`config.mk`:
```
export PLATFORM = sky130hd
export DESIGN_NAME = instruction_reg_flat
export DESIGN_NICKNAME = d
export VERILOG_FILES = /design/src/rtl/cpu_pkg.sv /design/src/rtl/instruction_reg_if.sv /design/src/rtl/instr_fields.sv /design/src/rtl/instruction_reg.sv /design/src/flat_wrapper.sv
export SDC_FILE = /design/constraint.sdc
export NUM_CORES = 1
export LEC_CHECK = 0
export CAP_MARGIN = 20
export CORE_MARGIN = 2
export CORE_UTILIZATION = 38
export CTS_BUF_LIST = sky130_fd_sc_hd__clkbuf_4
export CTS_CLUSTER_SIZE = 8
export DETAILED_ROUTE_END_ITERATION = 10
export PLACE_DENSITY = 0.89
export SLEW_MARGIN = 0
export SYNTH_ARGS = -nofsm -noshare
export SYNTH_HDL_FRONTEND = slang
export SYNTH_SLANG_ARGS = --single-unit
```
`constraint.sdc`:
```
create_clock -name clk -period 1.45 [get_ports clk]
set_clock_uncertainty 0.1 [all_clocks]
set_input_delay 0.145 -clock clk [delete_from_list [all_inputs] [get_ports clk]]
set_output_delay 0.145 -clock clk [all_outputs]
set_load 0.005 [all_outputs]
```
`src/rtl/cpu_pkg.sv`:
```
// Shared CPU definitions: instruction word type, MIPS field bit positions and
// packed R-type / I-type views of the word.
package cpu_pkg;

  localparam int INSTR_W = 32;

  typedef logic [INSTR_W-1:0] instr_t;

  localparam int OPC_HI   = 31;
  localparam int OPC_LO   = 26;
  localparam int RS_HI    = 25;
  localparam int RS_LO    = 21;
  localparam int RT_HI    = 20;
  localparam int RT_LO    = 16;
  localparam int RD_HI    = 15;
  localparam int RD_LO    = 11;
  localparam int SHAMT_HI = 10;
  localparam int SHAMT_LO = 6;
  localparam int FUNCT_HI = 5;
  localparam int FUNCT_LO = 0;
  localparam int IMM_HI   = 15;
  localparam int IMM_LO   = 0;

  typedef struct packed {
    logic [5:0] opcode;
    logic [4:0] rs;
    logic [4:0] rt;
    logic [4:0] rd;
    logic [4:0] shamt;
    logic [5:0] funct;
  } rtype_t;

  typedef struct packed {
    logic [5:0]  opcode;
    logic [4:0]  rs;
    logic [4:0]  rt;
    logic [15:0] imm;
  } itype_t;

endpackage

```
`src/rtl/instruction_reg_if.sv`:
```
// Fetch-side bus of the instruction register: capture request in, stored
// word and its pre-sliced fields out.
interface instruction_reg_if #(
  parameter int IW = 32
);
  logic          load_ir;
  logic [IW-1:0] instruction;
  logic [IW-1:0] instr_all;
  logic [4:0]    instr_25_21;
  logic [4:0]    instr_20_16;
  logic [15:0]   instr_15_0;
  logic [5:0]    instr_31_26;
  logic [4:0]    instr_15_11;
  logic [4:0]    instr_10_6;
  logic [5:0]    instr_5_0;
  logic          ir_valid;

  modport master (
    output load_ir, instruction,
    input  instr_all, instr_25_21, instr_20_16, instr_15_0,
           instr_31_26, instr_15_11, instr_10_6, instr_5_0, ir_valid
  );

  modport slave (
    input  load_ir, instruction,
    output instr_all, instr_25_21, instr_20_16, instr_15_0,
           instr_31_26, instr_15_11, instr_10_6, instr_5_0, ir_valid
  );
endinterface

```
`src/rtl/instr_fields.sv`:
```
// Purely combinational MIPS field slicer; shared with the decoder so both
// agree on the bit positions kept in cpu_pkg.
module instr_fields
  import cpu_pkg::*;
(
  input  instr_t      ir,
  output logic [5:0]  opcode,
  output logic [4:0]  rs,
  output logic [4:0]  rt,
  output logic [4:0]  rd,
  output logic [4:0]  shamt,
  output logic [5:0]  funct,
  output logic [15:0] imm
);

  rtype_t r_view;
  itype_t i_view;

  // R- and I-type share opcode/rs/rt, so rs/rt come from the R view and
  // only the immediate needs the I view.
  assign r_view = rtype_t'(ir);
  assign i_view = itype_t'(ir);

  assign opcode = r_view.opcode;
  assign rs     = r_view.rs;
  assign rt     = r_view.rt;
  assign rd     = r_view.rd;
  assign shamt  = r_view.shamt;
  assign funct  = r_view.funct;
  assign imm    = i_view.imm;

endmodule

```
`src/rtl/instruction_reg.sv`:
```
// Multicycle-CPU instruction register: captures the fetched word on load_ir
// and presents it whole and as decoded MIPS fields until the next load.
module instruction_reg
  import cpu_pkg::*;
#(
  parameter int          IW      = 32,
  parameter logic [IW-1:0] RST_VAL = '0
) (
  input logic             clk,
  input logic             reset,
  instruction_reg_if.slave bus
);

  // Field positions are only meaningful for the 32-bit MIPS encoding.
  if (IW != INSTR_W) begin : g_iw_check
    $error("instruction_reg: IW must be 32");
  end

  logic [IW-1:0] ir_q;
  logic          valid_q;

  always_ff @(posedge clk) begin
    if (reset) begin
      ir_q    <= RST_VAL;
      valid_q <= 1'b0;
    end else if (bus.load_ir) begin
      ir_q    <= bus.instruction;
      valid_q <= 1'b1;
    end
  end

  assign bus.instr_all = ir_q;
  assign bus.ir_valid  = valid_q;

  instr_fields u_fields (
    .ir     (ir_q),
    .opcode (bus.instr_31_26),
    .rs     (bus.instr_25_21),
    .rt     (bus.instr_20_16),
    .rd     (bus.instr_15_11),
    .shamt  (bus.instr_10_6),
    .funct  (bus.instr_5_0),
    .imm    (bus.instr_15_0)
  );

endmodule

```
`src/flat_wrapper.sv`:
```
// flat-port wrapper written by rule: the top's interface ports become plain ports
module instruction_reg_flat import cpu_pkg::*;
#(
  parameter int          IW      = 32,
  parameter logic [IW-1:0] RST_VAL = '0
)
  (clk, reset, bus_load_ir, bus_instruction, bus_instr_all, bus_instr_25_21, bus_instr_20_16, bus_instr_15_0, bus_instr_31_26, bus_instr_15_11, bus_instr_10_6, bus_instr_5_0, bus_ir_valid);
  instruction_reg_if #(.IW(IW)) bus_i ();
  input logic clk;
  input logic reset;
  input wire logic [$bits(bus_i.load_ir)-1:0] bus_load_ir;
  input wire logic [$bits(bus_i.instruction)-1:0] bus_instruction;
  output wire logic [$bits(bus_i.instr_all)-1:0] bus_instr_all;
  output wire logic [$bits(bus_i.instr_25_21)-1:0] bus_instr_25_21;
  output wire logic [$bits(bus_i.instr_20_16)-1:0] bus_instr_20_16;
  output wire logic [$bits(bus_i.instr_15_0)-1:0] bus_instr_15_0;
  output wire logic [$bits(bus_i.instr_31_26)-1:0] bus_instr_31_26;
  output wire logic [$bits(bus_i.instr_15_11)-1:0] bus_instr_15_11;
  output wire logic [$bits(bus_i.instr_10_6)-1:0] bus_instr_10_6;
  output wire logic [$bits(bus_i.instr_5_0)-1:0] bus_instr_5_0;
  output wire logic [$bits(bus_i.ir_valid)-1:0] bus_ir_valid;
  assign bus_i.load_ir = bus_load_ir;
  assign bus_i.instruction = bus_instruction;
  assign bus_instr_all = bus_i.instr_all;
  assign bus_instr_25_21 = bus_i.instr_25_21;
  assign bus_instr_20_16 = bus_i.instr_20_16;
  assign bus_instr_15_0 = bus_i.instr_15_0;
  assign bus_instr_31_26 = bus_i.instr_31_26;
  assign bus_instr_15_11 = bus_i.instr_15_11;
  assign bus_instr_10_6 = bus_i.instr_10_6;
  assign bus_instr_5_0 = bus_i.instr_5_0;
  assign bus_ir_valid = bus_i.ir_valid;
  instruction_reg #(.IW(IW), .RST_VAL(RST_VAL)) u_core (.clk(clk), .reset(reset), .bus(bus_i));
endmodule
```
==> metrics.cfg <==
[status]
outcome=completed

[setup_path]
reg2reg_slack_ps=490
cp.required_ps=1210
crit_type=reg2out
cpPeakStageDelay_ps=520
crit_arrival_ps=1170
reg2regPathDepth=4
slowest_stage=clkdlybuf4s50_1
startpoint_type=flop
critPathBufInv=1
worstSetupEndpointType=primary output
cp_top_family=buffers and inverters
crit_chain=clkdlybuf4s50_1
worstPathMaxFanout=3
crit_cells=1

[cells_and_area]
fillers=333
drive_above_1_share=0.222
antenna_cells=0
stdcell_count=284
nNetsFinal=269
area_growth_pct=72.1
utilization=0.675

[synthesis]
yosys.area.top_type=dfxtp_1
synth_common_cells=buf_4 (48), nor2_1 (34), dfxtp_1 (33), mux2i_1 (32)
yosysMostFrequentCell=buf_4
synth_nets=190
ys_ff_latch=33
async_flop_share=0
synthDistinctLibCells=8
ys_top_cells_by_area=dfxtp_1 (42%), buf_4 (23%), mux2i_1 (21%)
synth_area_mm2=0.00156
yosysSeqAreaShare=0.424
synth_edf_count=0
synthFlopType=dfxtp_1
yosysTopAreaCellShare=0.424
synth.avg_cell_area_um2=10.1
yosys_warnings=0
synth_cells=155

[clock_tree]
cts-buffers-inserted=5
postCtsHoldBufs=0
clk_latency_ps=300
cts_sinks=33
htreeDepth=2
clk_pin_slew_ps=90
root_buffer=clkbuf_4
clockBufferDepth=2
cts_tree=built

[sta]
fin_ws_ps=33.5
worst_slew_pin_slew_ps=189
whs_ps=256
max_freq_mhz=706
setup_viol=0
hold_viol=0
maxSlewViolCount=0
fin_crit_sh=0.977
layout_min_cycle_time_ps=1420
maxSlewHeadroom=0.870

[grt]
antenna_found_initial=0
grt_max_degree=34
grt_pass1_wl_um=5130
grtUsageTotal=0.151
grt_pass1_vias=1051
overflow=0

[detailed_routing]
viasPerCell=4.31
antenna_left=0
drcViolationCount=0
vias=1225
initialDrtViolationCount=11
wirelength_um=3890
routedWlPerCell_um=13.7
first_pass_iters=2

[worst_hold_path]
whs_path_depth=4
hold_class=in2reg

[floorplanning]
pin_count=116
row_count=23
die_x_um=68.1
die_y_um=68.1
dieArea_mm2=0.00463
start_util=0.393
core_area_mm2=0.00397

[power_and_ir_drop]
powerDensity_mw_per_mm2=730
power_leakage_uw=0.00208
irDropWorstVdd_v=0.000539

[flow_run]
max_cap_violations=0

[placed_design]
portBuffers=115
place_congestion=0.661
dp_cells=266
post-place-ws_ps=302
place_hpwl_um=2590

-- final timing paths --
check | startpoint | endpoint
worst max register to register | u_core.bus.instr_all[7]$_SDFFE_PP0P_ | u_core.bus.instr_all[7]$_SDFFE_PP0P_
worst min-delay path | bus_load_ir | u_core.bus.ir_valid$_SDFFE_PP0P_
worst max-delay path | u_core.bus.instr_all[0]$_SDFFE_PP0P_ | bus_instr_5_0[0]
worst min register to register | u_core.bus.ir_valid$_SDFFE_PP0P_ | u_core.bus.ir_valid$_SDFFE_PP0P_
-- metal layers --
layer / wire, µm / global-route usage / vias to the layer above
met4: 19 / 0.0600 / 0
met2: 2300 / 0.284 / 52
li1: - / - / 604
met3: 303 / 0.0493 / 2
met5: 0 / 0 / -
met1: 1270 / 0.153 / 567
-- logic make-up after synthesis --
family	Yosys count	synth area share
DFF	33	0.424
buffers and inverters	56	0.289
muxes	32	0.205
and+or+nand+nor	34	0.0819
-- stage by stage --
stage	total power (µW)	TNS [ps]	area, µm²
finish	1960	0	2680
global route	2080	-54.1	2680
CTS	2000	0	2430
detailed placement	1520	0	2360
global placement	1510	0	2360
floorplan	1270	0	1560
-- sequential cells by signal (all words and copies together), names as in the netlist --
register / flops
u_core.bus.ir_valid: 1
u_core.bus.instr_all: 32
-- cells in the final DEF (no fill, tap or decap), drive strengths merged --
cell type	instances
clkinv	1
clkdlybuf4s50	43
dlymetal6s2s	64
nor2	34
clkbuf	6
dlygate4sd2	7
dfxtp	33
buf	14
mux2i	32
-- timing repair --
item	CTS	global route
setup endpoints to repair	73	74
resized for setup	37	67
cloned	0	0
buffers inserted	0	11
-- where the power goes --
part	internal [µW]	leakage, µW	switching (µW)
clock	195	0.0000292	270
sequential	970	0.000284	39.0
combinational	331	0.00177	154
total	1500	0.00208	463
-- final cells by class --
type,instances,area (µm²),area share
timing repair buffer,128,1420,0.529
sequential,33,703,0.262
multi-input combinational,66,448,0.167
tap,50,62.6,0.0233
clock buffer,6,45.0,0.0168
clock inverter,1,3.75,0.00140
Power figures use the tool's default switching activity.
